[config.mk]
export PLATFORM = sky130hd
export DESIGN_NAME = serial_compare
export DESIGN_NICKNAME = d
export VERILOG_FILES = /design/src/rtl/compare_pkg.sv /design/src/rtl/slice_compare.sv /design/src/rtl/serial_compare.sv
export SDC_FILE = /design/constraint.sdc
export NUM_CORES = 1
export LEC_CHECK = 0
export CAP_MARGIN = 30
export CORE_MARGIN = 2
export CORE_UTILIZATION = 50
export CTS_BUF_LIST = sky130_fd_sc_hd__clkbuf_16
export DETAILED_ROUTE_END_ITERATION = 10
export GPL_ROUTABILITY_DRIVEN = 0
export PLACE_DENSITY = 0.79
export SLEW_MARGIN = 30
export SYNTH_ARGS = -nofsm -noshare
export SYNTH_HDL_FRONTEND = slang
export SYNTH_SLANG_ARGS = --single-unit
export TNS_END_PERCENT = 5
[constraint.sdc]
create_clock -name iClk -period 3.4 [get_ports iClk]
set_clock_uncertainty 0.1 [all_clocks]
set_input_delay 0.68 -clock iClk [delete_from_list [all_inputs] [get_ports iClk]]
set_output_delay 0.68 -clock iClk [all_outputs]
set_load 0.005 [all_outputs]
[src/rtl/compare_pkg.sv]
// ---------------------------------------------------------------------------
// compare_pkg : result codes, FSM state type and cascade decode helper
// Rev 1.0 - initial release
// ---------------------------------------------------------------------------
`default_nettype none

package compare_pkg;

  localparam logic [2:0] RES_GT   = 3'b100;
  localparam logic [2:0] RES_LT   = 3'b010;
  localparam logic [2:0] RES_EQ   = 3'b001;
  localparam logic [2:0] RES_NONE = 3'b000;

  typedef enum logic [1:0] {
    ST_IDLE = 2'd0,
    ST_RUN  = 2'd1,
    ST_DONE = 2'd2
  } state_e;

  // Malformed cascade codes fall back to "equal" so the result stays one-hot.
  function automatic logic [2:0] decode_cascade(input logic [2:0] code);
    logic [2:0] res;
    case (code)
      RES_GT:  res = RES_GT;
      RES_LT:  res = RES_LT;
      default: res = RES_EQ;
    endcase
    return res;
  endfunction

endpackage : compare_pkg

`default_nettype wire

[src/rtl/slice_compare.sv]
// ---------------------------------------------------------------------------
// slice_compare : combinational unsigned magnitude comparator for one slice
// Rev 1.0 - initial release
// ---------------------------------------------------------------------------
`default_nettype none

module slice_compare #(
  parameter int WIDTH = 4
) (
  input  logic [WIDTH-1:0] a_i,
  input  logic [WIDTH-1:0] b_i,
  output logic             gt_o,
  output logic             lt_o,
  output logic             eq_o
);

  assign gt_o = (a_i >  b_i);
  assign lt_o = (a_i <  b_i);
  assign eq_o = (a_i == b_i);

endmodule : slice_compare

`default_nettype wire

[src/rtl/serial_compare.sv]
// ---------------------------------------------------------------------------
// serial_compare : multi-cycle magnitude comparator, MSB slice first, with
//                  cascade input used when all slices are equal
// Rev 1.0 - initial release
// ---------------------------------------------------------------------------
`default_nettype none

module serial_compare
  import compare_pkg::*;
#(
  parameter int WIDTH  = 16,
  parameter int SLICE  = 4,
  parameter bit SIGNED = 1'b0
) (
  input  logic             iClk,
  input  logic             iRst,
  input  logic             iValid,
  output logic             oReady,
  input  logic [WIDTH-1:0] iData_a,
  input  logic [WIDTH-1:0] iData_b,
  input  logic [2:0]       iData,
  output logic             oValid,
  output logic [2:0]       oData
);

  localparam int N    = WIDTH / SLICE;
  localparam int IDXW = (N > 1) ? $clog2(N) : 1;
  localparam logic [IDXW-1:0] IDX_MAX = IDXW'(N - 1);

  if ((WIDTH % SLICE) != 0 || SLICE < 1) begin : g_bad_slice
    $error("serial_compare: WIDTH must be an integer multiple of SLICE");
  end

  state_e            state_q;
  logic              ready_q;
  logic              valid_q;
  logic [2:0]        data_q;
  logic [WIDTH-1:0]  a_q;
  logic [WIDTH-1:0]  b_q;
  logic [2:0]        casc_q;
  logic [IDXW-1:0]   idx_q;

  logic [WIDTH-1:0]  w_a_cmp;
  logic [WIDTH-1:0]  w_b_cmp;
  logic [SLICE-1:0]  w_a_sel;
  logic [SLICE-1:0]  w_b_sel;
  logic              w_gt;
  logic              w_lt;
  logic              w_eq;

  // The MSB lives only in slice N-1, so flipping it here biases two's-complement
  // operands into unsigned order without touching the lower slices.
  always_comb begin
    w_a_cmp = a_q;
    w_b_cmp = b_q;
    if (SIGNED) begin
      w_a_cmp[WIDTH-1] = ~a_q[WIDTH-1];
      w_b_cmp[WIDTH-1] = ~b_q[WIDTH-1];
    end
  end

  always_comb begin
    w_a_sel = '0;
    w_b_sel = '0;
    for (int s = 0; s < N; s++) begin
      if (idx_q == IDXW'(s)) begin
        w_a_sel = w_a_cmp[s*SLICE +: SLICE];
        w_b_sel = w_b_cmp[s*SLICE +: SLICE];
      end
    end
  end

  slice_compare #(
    .WIDTH (SLICE)
  ) u_slice_compare (
    .a_i  (w_a_sel),
    .b_i  (w_b_sel),
    .gt_o (w_gt),
    .lt_o (w_lt),
    .eq_o (w_eq)
  );

  always_ff @(posedge iClk) begin
    if (iRst) begin
      state_q <= ST_IDLE;
      ready_q <= 1'b1;
      valid_q <= 1'b0;
      data_q  <= RES_NONE;
      a_q     <= '0;
      b_q     <= '0;
      casc_q  <= '0;
      idx_q   <= '0;
    end else begin
      valid_q <= 1'b0;
      case (state_q)
        ST_IDLE: begin
          if (iValid) begin
            a_q     <= iData_a;
            b_q     <= iData_b;
            casc_q  <= iData;
            idx_q   <= IDX_MAX;
            ready_q <= 1'b0;
            state_q <= ST_RUN;
          end
        end
        ST_RUN: begin
          if (w_gt) begin
            data_q  <= RES_GT;
            valid_q <= 1'b1;
            state_q <= ST_DONE;
          end else if (w_lt) begin
            data_q  <= RES_LT;
            valid_q <= 1'b1;
            state_q <= ST_DONE;
          end else if (w_eq && idx_q != '0) begin
            idx_q   <= idx_q - 1'b1;
          end else begin
            data_q  <= decode_cascade(casc_q);
            valid_q <= 1'b1;
            state_q <= ST_DONE;
          end
        end
        ST_DONE: begin
          ready_q <= 1'b1;
          state_q <= ST_IDLE;
        end
        default: begin
          ready_q <= 1'b1;
          state_q <= ST_IDLE;
        end
      endcase
    end
  end

  assign oReady = ready_q;
  assign oValid = valid_q;
  assign oData  = data_q;

endmodule : serial_compare

`default_nettype wire

==> results.tsv <==
stage	metric	value	unit
synth	ys_ff_latch	44	
placement	hpwl	2.95	mm
clock_tree	path_clk_slew	60	ps
route	totalWireLength	4.15	mm
clock_tree	cts_root_buf	clkbuf_16	
timing	fmax	0.333	GHz
die	ios	43	
worst_setup_path	cp.arrival	3090	ps
die	fp-row-count	22	
final_layout	final_util	68.6	%
clock_tree	clockBufferDepth	2	
synth	synthesis.nets	309	
final_layout	area_delta_synth_final	28.7	%
timing	rsz0062_at_grt	no	
die	die_width	67.2	um
synth	postSynthAreaPerCell	7.58	um2
job	maxCapViolCount	0	
pwr	finalPower	1330	uW
placement	pre_cts_ws	482	ps
status	run_status	finished, final reports clean	
die	core	3740	um2
timing	setup_slack	395	ps
placement	io_buffers	42	
timing	period_share	88.4	%
worst_setup_path	cp-start-kind	flop	
worst_setup_path	cp-end-kind	flop	
route	dr_total_vias	1803	
global_routing	grt_use_total	21.1	%
global_routing	grt_pass1_vias	1626	
timing	report.final.slew_viol_count	0	
timing	finalCriticalPeriod	3010	ps
clock_tree	clk_latency	290	ps
timing	timing.setup.tns	0	ps
die	fp.dieH	67.2	um
clock_tree	htree_num_levels	2	
pwr	p_leak	0.000956	uW
global_routing	grt.overflow.total	0	
route	viasPerCell	5.20	
route	detail-route-antenna-nets	0	
route	post-route-drc-count	0	
clock_tree	clock-sinks	44	
route	avgRoutedWirePerCell	11.9	um
die	start_util	53.3	%
clock_tree	cts_buffers	5	
final_layout	diodes	0	
route	dr.pass1.iters	4	
pwr	peakVddDrop	372	uV
global_routing	grt_first_pass_wirelength	7.18	mm
min_path	hold_class	flop to flop	
worst_setup_path	critPathMaxFanout	13	
die	die_area	4510	um2
final_layout	drive_gt1_share	4.01	%
timing	hold_violations	0	
timing	setup_viol	0	
final_layout	nNetsFinal	344	
route	drtIter0Drc	127	
global_routing	grt_max_degree	38	
timing	hold_slack	357	ps
clock_tree	cts_tree	yes	
synth	mappedNetlistArea	1990	um2
clock_tree	cts_setup_buffers	0	
synth	synthCells	263	
timing	relSlewSlack	42.8	%
worst_setup_path	path_class	flop to flop	
synth	yosysSeqAreaShare	44.2	%
pwr	p_per_area	517	nW/um2
clock_tree	ctsHoldBuffers	0	
synth	synth_cell_types	29	
global_routing	antenna_found_initial	0	
worst_setup_path	worstPathRequired	3480	ps
clock_tree	cts_resized	0	
synth	yosys_warnings	0	
timing	tightestPinTransition	856	ps
==> layer usage <==
layer	global-route usage, %	wire (um)	up-vias
li1	-	-	954
met1	26.4	1940	813
met2	34.7	1970	31
met3	7.50	185	5
met4	5.36	49	0
met5	0	0	-
==> final cells by class <==
| cell class | count | area, um2 |
|---|---|---|
| Fill cell | 323 | 1180 |
| Multi-Input combinational cell | 191 | 1010 |
| Sequential cell | 44 | 881 |
| Timing Repair Buffer | 45 | 443 |
| Clock buffer | 5 | 125 |
| Tap cell | 48 | 60.1 |
| Inverter | 11 | 41.3 |
| Clock inverter | 3 | 11.3 |
==> power by group <==
part | internal, uW | leakage, uW | switching (uW)
logic | 138 | 0.000521 | 164
registers | 558 | 0.000362 | 26.8
clock network | 264 | 0.0000738 | 176
==> final timing paths <==
check        slack, ps  startpoint  depth (start not counted)       end
min reg2reg        360      b_q[2]                          2    b_q[2]
max reg2reg        390    idx_q[0]                         11  idx_q[1]
min                360      b_q[2]                          2    b_q[2]
max                390    idx_q[0]                         11  idx_q[1]
==> cells by family (layout without fill, tap and decap cells) <==
kind of cell,count (synthesis),count (layout),share of synthesized area [%]
and+or+nand+nor,102,102,22.0
AOI/OAI and AO/OA,80,80,22.9
DFF,44,44,44.2
buffers and inverters,28,64,5.52
adders and majority gates,8,8,5.02
xor gates and xnor gates,1,1,0.439
==> synthesized netlist by cell type (all sizes together) <==
master	n	area, um2
a32o	1	10.0
nor3	2	10.0
xnor2	1	8.76
or2	1	6.26
ha	8	100
buf	7	31.3
clkbuf	10	37.5
a211o	1	8.76
a211oi	1	7.51
dfxtp	44	881
a21oi	54	270
nand2b	3	18.8
nand3b	4	30.0
nor2b	1	6.26
a311oi	3	43.8
nand4bb	1	11.3
nand2	83	312
nand4	1	12.5
nor4bb	1	10.0
o22ai	3	18.8
and3	1	6.26
o21ai	12	60.1
inv	11	41.3
a22oi	4	30.0
nor2	4	15.0
o211ai	1	7.51
==> worst max-delay path, stage by stage, from the launching register on <==
cell	delay (ps)
dfxtp_1	350
inv_1	100
ha_1	500
nand3b_1	140
a21oi_1	150
a21oi_1	50
o21ai_0	250
ha_1	220
nand4_2	160
a311oi_4	460
nand2_1	130
a311oi_1	280
==> state kept, by name, indices dropped and copies added, names as in the netlist <==
name	count
b_q	16
oData	3
casc_q	3
oValid	1
a_q	16
state_q	2
idx_q	2
oReady	1
==> stage by stage <==
stage | instances | cell area, um2
after floorplan | 263 | 1990
after global placement | 339 | 2430
after detailed placement | 339 | 2430
after CTS | 347 | 2570
after global routing | 347 | 2570
final | 347 | 2570
==> cell usage in the layout, fill, tap and decap left out, types with 2 or more instances in the layout <==
master,instances
nand2_1,83
a21oi_1,54
dfxtp_1,44
clkdlybuf4s50_1,42
inv_1,13
o21ai_0,9
ha_1,8
clkbuf_16,5
nand3b_1,4
a22oi_1,4
o21ai_1,3
nand2b_1,3
nor2_1,3
o22ai_1,3
buf_4,3
a311oi_1,2
nor3_1,2
No activity file was read; power rests on OpenSTA's default activity.
